===== config.mk =====
export PLATFORM = sky130hd
export DESIGN_NAME = accel_pair_sequencer
export DESIGN_NICKNAME = d
export VERILOG_FILES = /design/src/rtl/accel_pair_sequencer.sv
export SDC_FILE = /design/constraint.sdc
export NUM_CORES = 2
export LEC_CHECK = 0
export BUFFER_PORTS_ARGS = -buffer_cell sky130_fd_sc_hd__clkbuf_2
export CORE_AREA = 4 4 365 367
export CTS_CLUSTER_SIZE = 28
export DETAILED_ROUTE_END_ITERATION = 8
export DIE_AREA = 0 0 369 371
export HOLD_SLACK_MARGIN = 0.1
export PLACE_DENSITY_LB_ADDON = 0.2
export SETUP_SLACK_MARGIN = 0.2
export SLEW_MARGIN = 20
export SYNTH_ARGS = -nofsm -noshare
export SYNTH_HDL_FRONTEND = slang
export SYNTH_SLANG_ARGS = --single-unit
export TNS_END_PERCENT = 100

===== constraint.sdc =====
create_clock -name clk -period 4.3 [get_ports clk]
set_input_delay 0.215 -clock clk [delete_from_list [all_inputs] [get_ports clk]]
set_output_delay 0.215 -clock clk [all_outputs]
set_load 0.05 [all_outputs]

===== src/rtl/accel_pair_sequencer.sv =====
// accel_pair_sequencer: issues every ordered body pair (i, j), i != j, into
// the getAccl pipeline at one pair per clock. A tag line of LATENCY+1 stages
// runs alongside getAccl so each ax/ay result is labelled with its target body
// and the per-body / per-run last flags.
//
// Ports:
//   clk, rst                 clock, synchronous active-high reset
//   start, num_bodies        run request and body count N (sampled on accept)
//   busy, done               run in progress, one-cycle end-of-run pulse
//   rd_addr_a, rd_addr_b     body RAM addresses for body i and body j
//   rd_xa/ya, rd_xb/yb/mb    body RAM data, sampled at the end of the address cycle
//   x1, y1, x2, y2, m2       registered getAccl operands
//   ax, ay                   getAccl results, LATENCY cycles after operands
//   res_valid, res_idx       result beat valid and target body i
//   res_ax, res_ay           registered getAccl results
//   res_last_i, res_last     last beat for body i, last beat of the run
module accel_pair_sequencer #(
  parameter int unsigned IDX_W   = 8,
  parameter int unsigned LATENCY = 122
) (
  input  logic             clk,
  input  logic             rst,
  input  logic             start,
  input  logic [IDX_W:0]   num_bodies,
  output logic             busy,
  output logic             done,
  output logic [IDX_W-1:0] rd_addr_a,
  output logic [IDX_W-1:0] rd_addr_b,
  input  logic [63:0]      rd_xa,
  input  logic [63:0]      rd_ya,
  input  logic [63:0]      rd_xb,
  input  logic [63:0]      rd_yb,
  input  logic [63:0]      rd_mb,
  output logic [63:0]      x1,
  output logic [63:0]      y1,
  output logic [63:0]      x2,
  output logic [63:0]      y2,
  output logic [63:0]      m2,
  input  logic [63:0]      ax,
  input  logic [63:0]      ay,
  output logic             res_valid,
  output logic [IDX_W-1:0] res_idx,
  output logic [63:0]      res_ax,
  output logic [63:0]      res_ay,
  output logic             res_last_i,
  output logic             res_last
);

  localparam int unsigned TAG_DEPTH = LATENCY + 1;
  // Tag layout: {valid, last, last_i, idx}
  localparam int unsigned TAG_W     = IDX_W + 3;
  localparam int unsigned TAG_VLD   = TAG_W - 1;
  localparam int unsigned TAG_LAST  = TAG_W - 2;
  localparam int unsigned TAG_LASTI = TAG_W - 3;

  typedef enum logic [1:0] {
    S_IDLE  = 2'd0,
    S_ISSUE = 2'd1,
    S_DRAIN = 2'd2,
    S_FIN   = 2'd3
  } state_e;

  state_e           state_q, state_d;
  logic [IDX_W:0]   n_q, n_d;
  logic [IDX_W-1:0] i_q, i_d;
  logic [IDX_W-1:0] j_q, j_d;
  logic             busy_q, busy_d;
  logic             done_q, done_d;
  logic [63:0]      x1_q, x1_d, y1_q, y1_d, x2_q, x2_d, y2_q, y2_d, m2_q, m2_d;
  logic [TAG_W-1:0] tag_q [TAG_DEPTH];
  logic [TAG_W-1:0] tag_d [TAG_DEPTH];
  logic             res_valid_q, res_valid_d;
  logic [IDX_W-1:0] res_idx_q, res_idx_d;
  logic [63:0]      res_ax_q, res_ax_d, res_ay_q, res_ay_d;
  logic             res_last_i_q, res_last_i_d;
  logic             res_last_q, res_last_d;

  logic [IDX_W-1:0] last_idx, last_j, j_inc, j_step;
  logic             last_i_c, last_c, issue;
  logic [TAG_W-1:0] tag_out;

  // Pair walk: end-of-row detection and j advance that hops over j == i.
  always_comb begin
    last_idx = IDX_W'(n_q - 1'b1);
    last_j   = (i_q == last_idx) ? IDX_W'(last_idx - 1'b1) : last_idx;
    last_i_c = (j_q == last_j);
    last_c   = last_i_c && (i_q == last_idx);
    j_inc    = IDX_W'(j_q + 1'b1);
    // j_inc cannot wrap here: a wrap only happens on the row's final j.
    j_step   = (j_inc == i_q) ? IDX_W'(j_q + IDX_W'(2)) : j_inc;
  end

  // Next-state and control outputs.
  always_comb begin
    state_d = state_q;
    n_d     = n_q;
    i_d     = i_q;
    j_d     = j_q;
    issue   = 1'b0;
    unique case (state_q)
      S_IDLE: begin
        if (start) begin
          n_d     = num_bodies;
          i_d     = '0;
          j_d     = IDX_W'(1);
          state_d = (num_bodies >= (IDX_W+1)'(2)) ? S_ISSUE : S_FIN;
        end
      end
      S_ISSUE: begin
        issue = 1'b1;
        if (last_c) begin
          state_d = S_DRAIN;
        end else if (last_i_c) begin
          // New row i+1 >= 1, so its first partner is always body 0.
          i_d = IDX_W'(i_q + 1'b1);
          j_d = '0;
        end else begin
          j_d = j_step;
        end
      end
      S_DRAIN: begin
        if (res_valid_q && res_last_q) state_d = S_FIN;
      end
      S_FIN: begin
        state_d = S_IDLE;
      end
      default: begin
        state_d = S_IDLE;
      end
    endcase
    busy_d = (state_d != S_IDLE);
    done_d = (state_q == S_FIN);
  end

  // Operand capture (held outside issue cycles) and tag line shift.
  always_comb begin
    x1_d = issue ? rd_xa : x1_q;
    y1_d = issue ? rd_ya : y1_q;
    x2_d = issue ? rd_xb : x2_q;
    y2_d = issue ? rd_yb : y2_q;
    m2_d = issue ? rd_mb : m2_q;
    tag_d[0] = issue ? {1'b1, last_c, last_i_c, i_q} : '0;
    for (int k = 1; k < TAG_DEPTH; k++) begin
      tag_d[k] = tag_q[k-1];
    end
  end

  // Result stage: the last tag stage lines up with ax/ay.
  always_comb begin
    tag_out      = tag_q[TAG_DEPTH-1];
    res_valid_d  = tag_out[TAG_VLD];
    res_idx_d    = tag_out[TAG_VLD] ? tag_out[IDX_W-1:0] : res_idx_q;
    res_ax_d     = tag_out[TAG_VLD] ? ax : res_ax_q;
    res_ay_d     = tag_out[TAG_VLD] ? ay : res_ay_q;
    res_last_i_d = tag_out[TAG_VLD] & tag_out[TAG_LASTI];
    res_last_d   = tag_out[TAG_VLD] & tag_out[TAG_LAST];
  end

  always_ff @(posedge clk) begin
    if (rst) begin
      state_q      <= S_IDLE;
      n_q          <= '0;
      i_q          <= '0;
      j_q          <= '0;
      busy_q       <= 1'b0;
      done_q       <= 1'b0;
      x1_q         <= 64'h0;
      y1_q         <= 64'h0;
      x2_q         <= 64'h0;
      y2_q         <= 64'h0;
      m2_q         <= 64'h0;
      for (int k = 0; k < TAG_DEPTH; k++) tag_q[k] <= '0;
      res_valid_q  <= 1'b0;
      res_idx_q    <= '0;
      res_ax_q     <= 64'h0;
      res_ay_q     <= 64'h0;
      res_last_i_q <= 1'b0;
      res_last_q   <= 1'b0;
    end else begin
      state_q      <= state_d;
      n_q          <= n_d;
      i_q          <= i_d;
      j_q          <= j_d;
      busy_q       <= busy_d;
      done_q       <= done_d;
      x1_q         <= x1_d;
      y1_q         <= y1_d;
      x2_q         <= x2_d;
      y2_q         <= y2_d;
      m2_q         <= m2_d;
      for (int k = 0; k < TAG_DEPTH; k++) tag_q[k] <= tag_d[k];
      res_valid_q  <= res_valid_d;
      res_idx_q    <= res_idx_d;
      res_ax_q     <= res_ax_d;
      res_ay_q     <= res_ay_d;
      res_last_i_q <= res_last_i_d;
      res_last_q   <= res_last_d;
    end
  end

  assign busy       = busy_q;
  assign done       = done_q;
  assign rd_addr_a  = i_q;
  assign rd_addr_b  = j_q;
  assign x1         = x1_q;
  assign y1         = y1_q;
  assign x2         = x2_q;
  assign y2         = y2_q;
  assign m2         = m2_q;
  assign res_valid  = res_valid_q;
  assign res_idx    = res_idx_q;
  assign res_ax     = res_ax_q;
  assign res_ay     = res_ay_q;
  assign res_last_i = res_last_i_q;
  assign res_last   = res_last_q;

endmodule


* After elaboration in Yosys (flattened, before gate mapping) *
Memory sizes are Yosys's and may differ from the RTL's.
Index checks and enable logic that the tools add are counted.
W data, S select, Z words.

word-level totals
  register bits = 487
  memory bits (writable) = 1353
  input bits = 460
  output and inout port bits = 477
  word-level logic and storage cells = 309
  memories kept = 1

cells by class
  $add $sub $neg = 5
  magnitude comparators = 1
  equality and inequality tests = 9
  muxes and demuxes = 143
  bitwise logic cells = 125
  reduce and logical (&&, ||, !) cells = 8

memories
  memory  depth  width  rd ports  clocked after memory_dff  wr ports  RTL line  RTL
  tag_q   123    11     123       0                         123       70        logic [TAG_W-1:0] tag_q [TAG_DEPTH];

operators with widths
  operator               number
  $mux W11               124
  $or A1 B1 Y1           123
  $mux W8                8
  $pmux W8 S2            2
  $eq A8 B8 Y1           3
  $add A8 B1 Y8 const B  2
  $sub A8 B1 Y8 const B  2
  $ge A9 B2 Y1 const B   1
  $add A8 B2 Y8 const B  1
  $mux W2                4
  $pmux W2 S4            1
  $ne A2 B2 Y1 const B   3
  $eq A2 B2 Y1 const B   2
  $mux W1                4
  $reduce_and A4 Y1      1
  $reduce_bool A2 Y1     2
  $reduce_and A3 Y1      1
  $and A1 B1 Y1          2
  $eq A2 B1 Y1 const B   1
  $logic_and A1 B1 Y1    2
  $logic_not A2 Y1       1
  $reduce_and A2 Y1      1

* Longest topological paths before layout *
  depth in word-level cells = 8
  mapped depth = 14
  depth with buffers taken out = 11

* Worst setup path before layout *
No wires, ideal clock.

  path type = flip-flop to flip-flop
  from = reg n_q[0]
  to = reg j_q[7], in the netlist rd_addr_b[7]
  setup time = 70 ps
  arrival time = 3193 ps
  data required time = 4230 ps
  slack = 1037 ps
  stages on the path, launching flop included = 15
  path buffers = 3
  clock period less this slack = 3263 ps
  cells stage by stage = dfxtp_1 > buf_2 > inv_1 > ha_1 > xnor2_1 > xnor2_1 > and4_1 > nand4_1 > buf_4 > o21ai_0 > a21oi_1 > a31o_1 > buf_2 > or4_1 > a21oi_1

between the ends
  longest elaborated chain between the ends = 7
  elaborated cells between the ends (all ways) = 11
  those cells by class = add/sub: 2; eq/ne: 3; mux: 4; reduce/logical: 2

RTL lines
  element                                                  RTL line  RTL
  from (decl)                                              64        logic [IDX_W:0] n_q, n_d;
  from (signal assigned)                                   181       n_q <= n_d;
  $sub A8 B1 Y8 (*)                                        84        last_idx = IDX_W'(n_q - 1'b1);
  $sub A8 B1 Y8 / $eq A8 B8 Y1 (equally long branches)     85, 87
  $mux W8                                                  85        last_j = (i_q == last_idx) ? IDX_W'(last_idx - 1'b1) : last_idx;
  $eq A8 B8 Y1                                             86        last_i_c = (j_q == last_j);
  $mux W8 / $logic_and A1 B1 Y1 (equally long branches)    113, 87
  $mux W8 / $ne A2 B2 Y1 (equally long branches)           n/a
  $pmux W8 S2 / $reduce_and A3 Y1 (equally long branches)  n/a
  to (signal assigned)                                     183       j_q <= j_d;
  to (decl)                                                66        logic [IDX_W-1:0] j_q, j_d;

Every way passes the cells marked *; elsewhere a longest branch is shown, timed or not. The select of a mux whose other input is x is not followed.
A chain may end at the register's enable or synchronous reset.

* Final worst setup path *
  from = reg n_q[1]
  to = reg busy_q, in the netlist busy

between the ends
  longest elaborated chain between the ends = 8
  elaborated cells between the ends (all ways) = 9
  those cells by class = add/sub: 2; eq/ne: 2; mux: 3; reduce/logical: 2

RTL lines
  element                                               RTL line  RTL
  $sub A8 B1 Y8 (*)                                     84
  $sub A8 B1 Y8 / $eq A8 B8 Y1 (equally long branches)  85, 87
  $mux W8                                               85
  $eq A8 B8 Y1                                          86
  $logic_and A1 B1 Y1 (*)                               87        last_c = last_i_c && (i_q == last_idx);
  $mux W2 (*)                                           111       if (last_c) begin
  $pmux W2 S4 (*)                                       100       unique case (state_q)
  $reduce_bool A2 Y1 (*)                                131       busy_d = (state_d != S_IDLE);
  to (signal assigned)                                  184       busy_q <= busy_d;
  to (decl)                                             67        logic busy_q, busy_d;

Every way passes the cells marked *; elsewhere a longest branch is shown, timed or not.

==> results.py <==
metrics = {
    "global_route": {
        "grtUsageTotal_pct": 24.93,
        "grt_max_degree": 227,
        "antenna_found_initial": 27,
        "grt_pass1_vias": 36252,
        "grt_pass1_wl_um": 248100,
        "grt-ovfl-total": 0,
    },
    "timing": {
        "tns_ns": 0,
        "hold_violations": 0,
        "rsz0062_at_grt": "false",
        "hold_slack_ns": 0.2157,
        "period_minus_slack_ns": 3.605,
        "fmax_mhz": 277.4,
        "worstMarginPinSlew_ns": 1.041,
        "finalClockSkew_ns": 0.03646,
        "relSlewSlack_pct": 30.62,
        "drv_slew": 0,
        "period_share_pct": 83.83,
        "finalSetupViolCount": 0,
    },
    "logic_synthesis": {
        "ys_top_cells_by_count": "1,840 x dfxtp_1, 1,346 x nor2b_1, 675 x nand2_1",
        "synth_top_area_share_pct": 68.21,
        "synth_most_common_cell": "dfxtp_1",
        "synth_warnings": 0,
        "ys_types": 60,
        "synth_top_cell_by_area": "dfxtp_1",
        "synth_ff_type": "dfxtp_1",
        "syn_inst": 4973,
        "ys_seq_elements": 1840,
        "synth_enable_flop_cells": 0,
        "ys_top_cells_by_area": "dfxtp_1 68%, nor2b_1 16%, nand2_1 4.7%",
        "synth_area_per_cell_sq_um": 10.86,
        "async_flop_share_pct": 0,
        "synthesis.nets": 5438,
        "netlist_area_sq_um": 54000,
        "yosysSeqAreaShare_pct": 68.21,
    },
    "cts": {
        "cts_inserted_buffers": 183,
        "htreeDepth": 4,
        "clk_path_buf_depth": 3,
        "clk-insertion-delay-late_ns": 0.78,
        "cts_num_sinks": 1840,
        "root_buffer": "clkbuf_16",
        "clk_pin_slew_ns": 0.06,
        "cts_tree": "yes",
    },
    "floorplan": {
        "coreArea_sq_um": 129500,
        "die-area_sq_um": 136900,
        "fp.dieW_um": 369,
        "num_rows": 132,
        "initial_core_util_pct": 41.70,
        "die_h_um": 371,
        "io_pins": 937,
    },
    "place": {
        "hpwlAfterDp_um": 129100,
        "numPortBuffers": 936,
        "placed_cells": 7378,
        "place.gp.congestion": 0.9514,
    },
    "setup_path": {
        "crit_fanout": 11,
        "cp_slowest_cell": "or4_4",
        "crit_type": "flop to flop",
        "cp-start-kind": "flop",
        "end_kind": "flop",
        "crit_arrival_ns": 4.26,
        "slowest_delay_ns": 0.59,
        "worstPathCellList": "inv_1 -> ha_1 -> xnor2_1 -> xnor2_1 -> and4_1 -> nand4_1 -> buf_4 -> or4_4 -> a21oi_1 -> a31o_1 -> a21oi_1 -> or2_1",
        "cp.required_ns": 4.96,
    },
    "route": {
        "routed-via-count": 37074,
        "wl_per_cell_um": 21.48,
        "ant_nets": 0,
        "firstDrtPassIters": 5,
        "drc_errors": 0,
        "post_drt_via_cell_ratio": 4.514,
        "drt_iter0_drc": 2455,
        "wl_um": 176400,
    },
    "run": {
        "maxCapViolCount": 0,
    },
    "power_and_ir_drop": {
        "max-vdd-ir-drop_v": 0.0003987,
        "power.leakage_uw": 0.02961,
        "power_density_nw_per_um2": 510.4,
    },
    "run_status": {
        "outcome": "complete, no violations",
    },
    "worst_hold_path": {
        "hold_class": "primary input to flop",
    },
    "finish": {
        "layout.nets": 6758,
        "drive_above_1_share_pct": 19.96,
        "area_growth_pct": 32.03,
        "fill_cells": 11438,
        "fin_cells": 8213,
    },
}
per-stage QoR:
stage / util, % / setup WS (ns) / total power [uW] / area (sq um)
2_1_floorplan: - / 1.037 / 18950 / 54000
3_3_place_gp: 46.43 / 0.7365 / 19940 / 60120
3_5_place_dp: 46.43 / 0.7450 / 19940 / 60120
4_1_cts: 55.02 / 0.7289 / 36840 / 71240
5_1_grt: 55.04 / 0.4958 / 37670 / 71270
6_report: 55.06 / 0.6951 / 36390 / 71300
critical path: cells and delay by family, from the launching register on:
kind | cells | cell delay, ns
adder cells (fa/ha/maj) | 1 | 0.26
XOR/XNOR | 2 | 0.55
buffers and inverters | 2 | 0.30
AO/OA/AOI/OAI | 3 | 0.82
flip-flops | 1 | 0.42
AND/OR/NAND/NOR | 4 | 1.17
report_power, final:
group          switching, uW  leakage [uW]  total [uW]  internal, uW
logic                   1820        0.0116        2570           751
clock network           6700       0.00310       16500          9760
registers                142        0.0149       17400         17200
flip-flops by register name, summed over array words and instances, names as in the netlist, 2 cells and up:
signal and count:
res_ay 64, y2 64, x2 64, state_q 2
y1 64, m2 64, n_q 8, tag_q 1353
x1 64, res_idx 8, res_ax 64, rd_addr_b 8
rd_addr_a 8
layout make-up:
class | instances | area, sq um | share of cell area, %
tap | 1742 | 2180 | 3.057
antenna | 24 | 60.06 | 0.08424
sequential | 1840 | 36840 | 51.67
inverter | 8 | 30.03 | 0.04212
multi-input combinational | 2817 | 15970 | 22.40
clock buffer | 270 | 5379 | 7.544
clock inverter | 69 | 1016 | 1.425
timing repair buffer | 1443 | 9824 | 13.78
logic make-up after synthesis:
family | count (synthesis) | share of synthesized area [%]
flops | 1840 | 68.21
compound gates | 376 | 3.705
xor+xnor | 39 | 0.7345
mux | 142 | 2.632
fa+ha+maj | 5 | 0.1159
simple gates | 2255 | 22.36
buf+inv | 316 | 2.243
placed cells by master (no fill, tap or decap), types with 14 or more instances in the layout:
master and n:
and3_1 14, mux2i_1 142, a21oi_1 339, clkbuf_2 935, diode_2 24, xnor2_1 22, clkinv_2 26, dlygate4sd3_1 472
clkbuf_8 43, nor2_1 158, clkbuf_1 42, nand2_1 675, buf_4 24, dfxtp_1 1839, nor2b_1 1345, bufinv_16 17
clkbuf_16 185
worst paths after layout:
path	start	to	slack, ns	cells after the start
hold / removal	rd_xb[1]	x2[1]	0.22	4
hold reg to reg	tag_q[0][63]	tag_q[0][74]	0.40	1
setup reg to reg	n_q[1]	busy	0.70	12
setup / recovery	n_q[1]	busy	0.70	12
per-layer routing:
layer  vias up  GRT usage (%)  routed length [um]
met5         -              0                  56
met4        10          24.62               20750
met3       435          7.957               12970
met2      1146          40.52               81660
met1     17305          24.94               60940
li1      18178              -                   -
timing repair:
action | 4_1_cts | 5_1_grt
buffers inserted | 0 | 0
hold buffers | 472 | 0
endpoints found under the setup margin | 0 | 0
hold endpoints to repair | 541 | 0
resized for setup | 0 | 0
Note: power is estimated with default switching activity, not from simulation.
